===== src/rtl/vram_line_fetcher_pkg.sv =====
// Shared definitions for the VRAM line fetcher: bus widths and FSM states.
package vram_line_fetcher_pkg;

    localparam int unsigned VRAM_WADDR_W = 15;
    localparam int unsigned VRAM_WDATA_W = 32;

    typedef enum logic [1:0] {
        ST_IDLE  = 2'd0,
        ST_FETCH = 2'd1,
        ST_FLUSH = 2'd2
    } fetch_state_e;

endpackage


===== src/rtl/vram_line_fetcher_sync_fifo.sv =====
// Single-clock FIFO with synchronous flush, occupancy count and registered valid.
module sync_fifo #(
    parameter int unsigned WIDTH = 32,
    parameter int unsigned DEPTH = 8
) (
    input  logic                       clk,
    input  logic                       rst_n,
    input  logic                       flush,
    input  logic                       push,
    input  logic [WIDTH-1:0]           push_data,
    input  logic                       pop,
    output logic [WIDTH-1:0]           rd_data,
    output logic                       rd_valid,
    output logic [$clog2(DEPTH):0]     count
);

    localparam int unsigned AW = $clog2(DEPTH);
    localparam int unsigned CW = AW + 1;

    logic [WIDTH-1:0] mem [DEPTH];
    logic [AW-1:0]    wr_ptr_q, wr_ptr_d;
    logic [AW-1:0]    rd_ptr_q, rd_ptr_d;
    logic [CW-1:0]    count_q, count_d;
    logic             valid_q, valid_d;
    logic             do_push, do_pop;

    // Pop only a present word; push when space exists or a pop frees one this cycle.
    assign do_pop  = pop & (count_q != '0);
    assign do_push = push & ((count_q < CW'(DEPTH)) | do_pop);

    // Next-state for pointers, count and valid; flush overrides everything.
    always_comb begin
        wr_ptr_d = wr_ptr_q;
        rd_ptr_d = rd_ptr_q;
        count_d  = count_q;
        if (flush) begin
            wr_ptr_d = '0;
            rd_ptr_d = '0;
            count_d  = '0;
        end else begin
            if (do_push) wr_ptr_d = wr_ptr_q + AW'(1);
            if (do_pop)  rd_ptr_d = rd_ptr_q + AW'(1);
            case ({do_push, do_pop})
                2'b10:   count_d = count_q + CW'(1);
                2'b01:   count_d = count_q - CW'(1);
                default: count_d = count_q;
            endcase
        end
        valid_d = (count_d != '0);
    end

    // Control registers.
    always_ff @(posedge clk or negedge rst_n) begin
        if (!rst_n) begin
            wr_ptr_q <= '0;
            rd_ptr_q <= '0;
            count_q  <= '0;
            valid_q  <= 1'b0;
        end else begin
            wr_ptr_q <= wr_ptr_d;
            rd_ptr_q <= rd_ptr_d;
            count_q  <= count_d;
            valid_q  <= valid_d;
        end
    end

    // Storage array; contents need no reset since valid gates their use.
    always_ff @(posedge clk) begin
        if (do_push && !flush) mem[wr_ptr_q] <= push_data;
    end

    assign rd_data  = mem[rd_ptr_q];
    assign rd_valid = valid_q;
    assign count    = count_q;

endmodule


===== src/rtl/vram_line_fetcher.sv =====
// Burst read engine: fetches a run of consecutive VRAM words into a FIFO for the renderer.
module vram_line_fetcher
    import vram_line_fetcher_pkg::*;
#(
    parameter int unsigned FIFO_DEPTH = 8,
    parameter int unsigned LEN_W      = 8
) (
    input  logic                    clk,
    input  logic                    rst_n,
    input  logic                    start,
    input  logic [VRAM_WADDR_W-1:0] start_addr,
    input  logic [LEN_W-1:0]        word_count,
    input  logic                    abort,
    output logic                    busy,
    output logic                    done,
    output logic [VRAM_WADDR_W-1:0] vram_addr,
    output logic                    vram_strobe,
    input  logic                    vram_ack,
    input  logic [VRAM_WDATA_W-1:0] vram_rddata,
    output logic [VRAM_WDATA_W-1:0] rd_data,
    output logic                    rd_valid,
    input  logic                    rd_ready
);

    localparam int unsigned CNT_W = $clog2(FIFO_DEPTH) + 1;

    fetch_state_e            state_q, state_d;
    logic [VRAM_WADDR_W-1:0] base_q, base_d;
    logic [VRAM_WADDR_W-1:0] issued_q, issued_d;
    logic [LEN_W-1:0]        pending_q, pending_d;
    logic                    done_q, done_d;

    logic [CNT_W-1:0]        fifo_count;
    logic [CNT_W:0]          used_after;
    logic [LEN_W-1:0]        pending_eff;
    logic                    push, fifo_flush;

    // Acks only count while fetching, and abort wins over a coincident ack.
    assign push       = (state_q == ST_FETCH) & vram_ack & ~abort;
    assign fifo_flush = abort | (state_q == ST_FLUSH);

    // Address leads by the acked word so the next request is already presented in the ack cycle.
    assign vram_addr   = base_q + issued_q + {{(VRAM_WADDR_W-1){1'b0}}, vram_ack};
    assign pending_eff = pending_q - LEN_W'(vram_ack);
    // Keep two slots spare after this cycle's write: one for a read possibly in flight.
    assign used_after  = (CNT_W+1)'(fifo_count) + (CNT_W+1)'(push);
    assign vram_strobe = (state_q == ST_FETCH) && (pending_eff != '0) &&
                         (used_after <= (CNT_W+1)'(FIFO_DEPTH - 2));

    assign busy = (state_q != ST_IDLE);
    assign done = done_q;

    // FSM next-state and burst bookkeeping.
    always_comb begin
        state_d   = state_q;
        base_d    = base_q;
        issued_d  = issued_q;
        pending_d = pending_q;
        done_d    = 1'b0;
        unique case (state_q)
            ST_IDLE: begin
                if (start && !abort) begin
                    base_d    = start_addr;
                    pending_d = word_count;
                    issued_d  = '0;
                    if (word_count != '0) state_d = ST_FETCH;
                    else                  done_d  = 1'b1;
                end
            end
            ST_FETCH: begin
                if (abort) begin
                    state_d = ST_FLUSH;
                end else if (vram_ack) begin
                    issued_d  = issued_q + VRAM_WADDR_W'(1);
                    pending_d = pending_q - LEN_W'(1);
                    if (pending_q == LEN_W'(1)) begin
                        done_d  = 1'b1;
                        state_d = ST_IDLE;
                    end
                end
            end
            ST_FLUSH: state_d = ST_IDLE;
            default:  state_d = ST_IDLE;
        endcase
    end

    // State and burst registers.
    always_ff @(posedge clk or negedge rst_n) begin
        if (!rst_n) begin
            state_q   <= ST_IDLE;
            base_q    <= '0;
            issued_q  <= '0;
            pending_q <= '0;
            done_q    <= 1'b0;
        end else begin
            state_q   <= state_d;
            base_q    <= base_d;
            issued_q  <= issued_d;
            pending_q <= pending_d;
            done_q    <= done_d;
        end
    end

    sync_fifo #(
        .WIDTH (VRAM_WDATA_W),
        .DEPTH (FIFO_DEPTH)
    ) u_fifo (
        .clk       (clk),
        .rst_n     (rst_n),
        .flush     (fifo_flush),
        .push      (push),
        .push_data (vram_rddata),
        .pop       (rd_ready),
        .rd_data   (rd_data),
        .rd_valid  (rd_valid),
        .count     (fifo_count)
    );

endmodule

===== config.mk =====
export PLATFORM = sky130hd
export DESIGN_NAME = vram_line_fetcher
export DESIGN_NICKNAME = d
export VERILOG_FILES = /design/src/rtl/vram_line_fetcher_pkg.sv /design/src/rtl/vram_line_fetcher_sync_fifo.sv /design/src/rtl/vram_line_fetcher.sv
export SDC_FILE = /design/constraint.sdc
export NUM_CORES = 1
export LEC_CHECK = 0
export CORE_UTILIZATION = 30
export CTS_BUF_LIST = sky130_fd_sc_hd__clkbuf_8
export CTS_CLUSTER_SIZE = 20
export DETAILED_ROUTE_END_ITERATION = 10
export GPL_TIMING_DRIVEN = 0
export SYNTH_ARGS = -nofsm -noshare
export SYNTH_HDL_FRONTEND = slang
export SYNTH_HIERARCHICAL = 1
export SYNTH_SLANG_ARGS = --single-unit
export TNS_END_PERCENT = 1

===== constraint.sdc =====
create_clock -name clk -period 9.6 [get_ports clk]
set_input_delay 2.4 -clock clk [delete_from_list [all_inputs] [get_ports clk]]
set_output_delay 2.4 -clock clk [all_outputs]
set_load 0.01 [all_outputs]

# --- Yosys cells after proc, flatten, opt, wreduce, memory -nomap -nowiden ---
# Memory sizes are Yosys's and may differ from the RTL's.
# Cells that the tools add are included.
word_totals:
  mem_bits_rw: 256
  register_bits: 52
  elab_cells: 86
  memories: 1
  output_inout_bits: 51
  input_bits: 61
mem_list:
  columns: ["name", "depth", "word_bits", "read_ports", "rd_clocked_by_memory_dff", "write_ports", "line_no", "text"]
  rows:
  - ["u_fifo.mem", 8, 32, 1, 0, 1, "vram_line_fetcher_sync_fifo.sv:20", "logic [WIDTH-1:0] mem [DEPTH];"]
classes:
  n_bitwise: 7
  n_addsub: 10
  eq_ne: 11
  muxes: 28
  n_lt_le_gt_ge: 2
  n_reduce_logical: 18
ops:
  columns: ["cell", "n"]
  rows:
  - ["2-to-1 mux 15 bit", 3]
  - ["case mux 15 bit (2 select lines)", 1]
  - ["2-to-1 mux 8 bit", 3]
  - ["case mux 8 bit (2 select lines)", 1]
  - ["nonzero test 8 bit", 2]
  - ["adder 15 x 1 -> 15 bit", 1]
  - ["adder 15 x 1 -> 15 bit (second input constant)", 1]
  - ["adder 15 bit", 1]
  - ["2-to-1 mux 3 bit", 4]
  - ["2-to-1 mux 2 bit", 5]
  - ["equality test 8 x 1 -> 1 bit (second input constant)", 1]
  - ["inequality test 2 bit (second input constant)", 4]
  - ["case mux 4 bit (2 select lines)", 1]
  - ["AND reduction 4 bit", 2]
  - ["nonzero test 2 bit", 4]
  - ["nonzero test 4 bit", 2]
  - ["subtractor 8 x 1 -> 8 bit", 1]
  - ["subtractor 8 x 1 -> 8 bit (second input constant)", 1]
  - ["2-to-1 mux 1 bit", 7]
  - ["adder 3 x 1 -> 3 bit (second input constant)", 2]
  - ["adder 4 x 1 -> 5 bit", 1]
  - ["<= comparator 5 x 3 -> 1 bit (second input constant)", 1]
  - ["adder 4 x 1 -> 4 bit (second input constant)", 1]
  - ["AND 1 bit", 4]
  - ["other kinds (15)", 22]

# --- Depth between registers and ports, before layout ---
depth:
  word_depth: 8
  mapped_depth: 12
  mapped_depth_nobuf: 10

# --- Modules after synthesis ---
# Netlist, hierarchy kept.
by_module_without_submodules:
  columns: ["mod", "cells_each", "seq_area_each_um2", "instances", "area_per_inst_um2"]
  rows:
  - ["sync_fifo", 449, 7962.6, 1, 10364.9]
  - ["vram_line_fetcher", 305, 1026.0, 1, 2831.5]

# --- Worst setup path before layout ---
# Ideal clock, no wire load.
synth_path:
  kind: "input -> output"
  from: "input port vram_ack"
  to: "output port vram_addr[12]"
  arrival_time_ns: 4.127
  path_slack_ns: 3.073
  cell_stages: 8
  t_required_ns: 7.200
  n_path_buf: 0
  cell_sequence: "fa_1 -> inv_1 -> fa_1 -> nand2b_1 -> a21oi_1 -> o21ai_1 -> nor4b_1 -> nor4b_1"
synth_between:
  elab_chain_len: 1
synth_rtl:
  columns: ["element", "line_no", "text"]
  rows:
  - ["start: declaration", "vram_line_fetcher.sv:18", "input logic vram_ack,"]
  - ["adder 15 x 1 -> 15 bit", "vram_line_fetcher.sv:43", "assign vram_addr = base_q + issued_q + {{(VRAM_WADDR_W-1){1'b0}}, vram_ack};"]
  - ["end: declaration", "vram_line_fetcher.sv:16", "output logic [VRAM_WADDR_W-1:0] vram_addr,"]
# No other way between the ends.

# --- Worst setup path in the final report ---
layout_path:
  from: "input port vram_ack"
  to: "output port vram_addr[14]"
# The elaborated chain is that of the path after synthesis.

==> impl_results.md <==
- Status: finished clean
- GRT busiest layer: met2
- Postcts setup bufs: 0
- Worst slew pin tran: 0.8351 ns
- Synth Warn #: 6
- Hpwl dp: 18740 µm
- Simple-Gate Fraction of Synth Area: 0.05897
- Initial DRT Pass Iterations: 4
- Global-route usage over all layers: 0.1334
- Seq cells post-synth: 308
- Root Driver: clkbuf_8
- Psw: 0.7690 mW
- Final Setup Violations: 0
- Complex-gate fraction of the synthesized area: 0.03992
- Post-synth EDFFs: 256
- Met3 global-route usage: 0.04495
- Die width: ~210 µm
- Global Route met1 Usage: 0.1679
- Min Hold Slack: 0.5138 ns
- Part of the Yosys area used for sequential elements: 0.6811
- Final period util: 0.8347
- Clk_lat worst skew: around 0.63 ns
- Synth Cell Area: 13200 µm²
- Asr flop ratio synth: 0.1688
- Cell-internal power: 2.268 mW
- Max-cap violations: 0
- Synth Area in Adders: 0.02579
- DRC Markers: 0
- Post-Syn Instances: 754
- Setup TNS: 0 ns
- DRT iter0 DRCs: 406
- Initial antenna violation count: 2
- Crit. End Element: primary output
- FF-to-FF End: u_fifo/mem[0][18]
- RSZ-0062 raised after global routing: false
- Worst hold-check path type: register to register
- Main flop type after synthesis: edfxtp_1
- TritonCTS clock tree: yes
- Area occupied by multi-input gates: 4014 µm²
- Cts bufs inserted: 52
- Filler cell count: 4029
- Top Ports: 112
- CTS H-tree depth: 2
- Hold-fix buffers, CTS: 0
- Sw Ratio: 0.2532
- Hold endpoint: base_q[3]
- Met2 usage: 0.2171
- Arr. time, crit path: 5.61 ns
- Clk sinks: 308
- Clock network power share: 0.353
- Flop pwr share: 0.503
- Pin count of the biggest net entering global routing: 38
- Max Buffers Root-to-Sink: 3
- Worst hold path startpoint: base_q[3]
- Internal reg-to-reg setup slack: 5.88 ns
- Worst Skew: 0.03136 ns
- Buffers added on ports: 110
- Slew HR: 0.4402
- Leakage: 5.595 nW
- Largest family of logic cells by synthesized area: multiplexers
- Most frequent cells in the layout: 256 x edfxtp_1, 109 x clkdlybuf4s50_1, 55 x mux4_2, 54 x clkbuf_8, 52 x dfrtp_1
- Combinational share of power: 0.144
- First-pass GRT wire length: around 45000 µm
- PwrDens: 186.7 nW/µm²
- WL per Instance: 18.60 µm
- Worst Path Max Fanout: 7
- Starting density of the core: 0.3050
- Core area: 43270 µm²
- Mean Syn Cell Area: 17.50 µm²
- Critical Path Start Type: primary input
- Peak supply drop: 113.5 µV
- ANT nets after route: 0
- Hold path cells: 1
- Register area: 8989 µm²
- Synthesis-to-layout area growth: 23.23%
- Commonest non-fill, non-tap cell in the layout: edfxtp_1
- # resized after CTS: 0
- Row cnt: 76
- Final-report max-slew violation count: 0
- Layout cells sized above 1: 0.2376
- Syn nets: 841
- R2r startpoint: state_q[0]
- Vias: between 7k and 8k
- Die ar.: 44830 µm²
- Post-synthesis cell type count: 66
- Clk pin slew, worst setup/hold paths: 0.06 ns
- Hold Violations, Final: 0
- Worst Path Class, Setup: primary input to primary output
- Nets@finish: 1020
- Vert. Die Dim: 211.7 µm
- F_max: 124.8 MHz
- Mux share of post-synthesis cell area: 0.1541
- XOR/XNOR Fraction of Synth Area: 0.02124
- Vias/cell: 4.671
- Grt ovf: 0
- Critical path required time: just over 7 ns
- Final Wtd Congestion: 0.8403
- Fin crit period: 8.013 ns
- Vias in the first global route: 7733
- Register-to-Register Path Depth: 9
- Total wire length: 28920 µm
sequential cells by signal, summed over array words and instances (netlist names):
register         flops
base_q              15
done                 1
issued_q            15
pending_q            8
state_q              2
u_fifo/count         4
u_fifo/mem         256
u_fifo/rd_ptr_q      3
u_fifo/rd_valid      1
u_fifo/wr_ptr_q      3
kinds of logic after synthesis:
family,after synthesis
flip-flops,308
AND/OR/NAND/NOR,149
multiplexers,114
AO/OA/AOI/OAI,78
buffers and inverters,47
XOR/XNOR,32
adder cells (fa/ha/maj),26
critical path, stage by stage:
cell             delay, ns
clkdlybuf4s50_1       0.67
fa_1                  0.26
inv_1                 0.05
fa_1                  0.39
nand2b_1              0.18
a21oi_1               0.25
o21ai_1               0.23
and4_1                0.26
a2111oi_2             0.33
clkdlybuf4s50_1       0.59
per-layer routing:
| layer | part of all wire | vias up |
|---|---|---|
| met1 | 0.43 | 3696 |
| met2 | 0.48 | 155 |
| li1 | - | 3367 |
| met3 | 0.069 | 41 |
| met4 | 0.017 | 4 |
| met5 | 0.0011 | - |
worst max-delay path by stage:
stage	from	endpoint	slack (ns)	depth (start not counted)
finish	vram_ack	vram_addr[14]	1.59	10
global route	vram_ack	vram_addr[14]	1.36	10
CTS	vram_ack	vram_addr[14]	1.56	10
detailed placement	vram_ack	vram_addr[14]	1.57	10
global placement	vram_ack	u_fifo/mem[1][21]	0.56	5
floorplan	vram_ack	vram_addr[12]	3.07	8
synth_stat cells (all sizes together), types with 2 or more instances:
cell | count | area, µm²
a211oi | 5 | 37.54
a21o | 6 | 45.04
a21oi | 26 | 133.9
a22oi | 3 | 22.52
a31oi | 3 | 18.77
and2 | 4 | 27.53
and3 | 5 | 31.28
and4 | 3 | 26.28
buf | 26 | 168.9
clkbuf | 7 | 27.52
dfrtp | 52 | 1301
edfxtp | 256 | 7687
fa | 2 | 40.04
ha | 24 | 300.3
inv | 14 | 52.55
mux2 | 46 | 518.0
mux2i | 4 | 40.04
mux4 | 64 | 1475
nand2 | 27 | 101.4
nand2b | 7 | 43.79
nand3 | 10 | 50.05
nand4 | 8 | 50.05
nor2 | 52 | 195.2
nor2b | 4 | 25.02
nor3 | 9 | 50.05
nor4 | 3 | 18.77
nor4b | 4 | 50.05
o211ai | 4 | 30.03
o21ai | 13 | 65.06
o221ai | 2 | 17.52
o22ai | 3 | 18.77
or3 | 5 | 37.54
or3b | 2 | 17.52
xnor2 | 8 | 70.07
xor2 | 24 | 210.2
through the flow:
step	power [mW]	worst slack [ns]	util	area, µm²	instances
after floorplan	1.803	3.073	-	13200	754
after global placement	1.986	0.5557	0.3474	15030	1449
after detailed placement	1.992	1.567	0.3540	15320	1464
after CTS	3.082	1.558	0.3757	16260	1553
after global routing	3.183	1.359	0.3757	16260	1553
final	3.037	1.587	0.3759	16260	1555
power groups by stage:
stage	Combinational, mW	Clock [mW]	Sequential, mW
4_1_cts	0.443	1.11	1.53
6_report	0.437	1.07	1.53
3_5_place_dp	0.439	0	1.55
2_1_floorplan	0.260	0	1.54
5_1_grt	0.482	1.17	1.53
3_3_place_gp	0.433	0	1.55
cell type report:
| type | count | area share |
|---|---|---|
| Antenna cell | 2 | 0.0003078 |
| Clock buffer | 54 | 0.04570 |
| Multi-Input combinational cell | 399 | 0.2468 |
| Sequential cell | 308 | 0.5527 |
| Buffer | 33 | 0.01208 |
| Inverter | 14 | 0.003232 |
| Clock inverter | 35 | 0.01208 |
| Timing Repair Buffer | 125 | 0.08202 |
| Tap cell | 585 | 0.04501 |
Power figures use the tool's default switching activity.
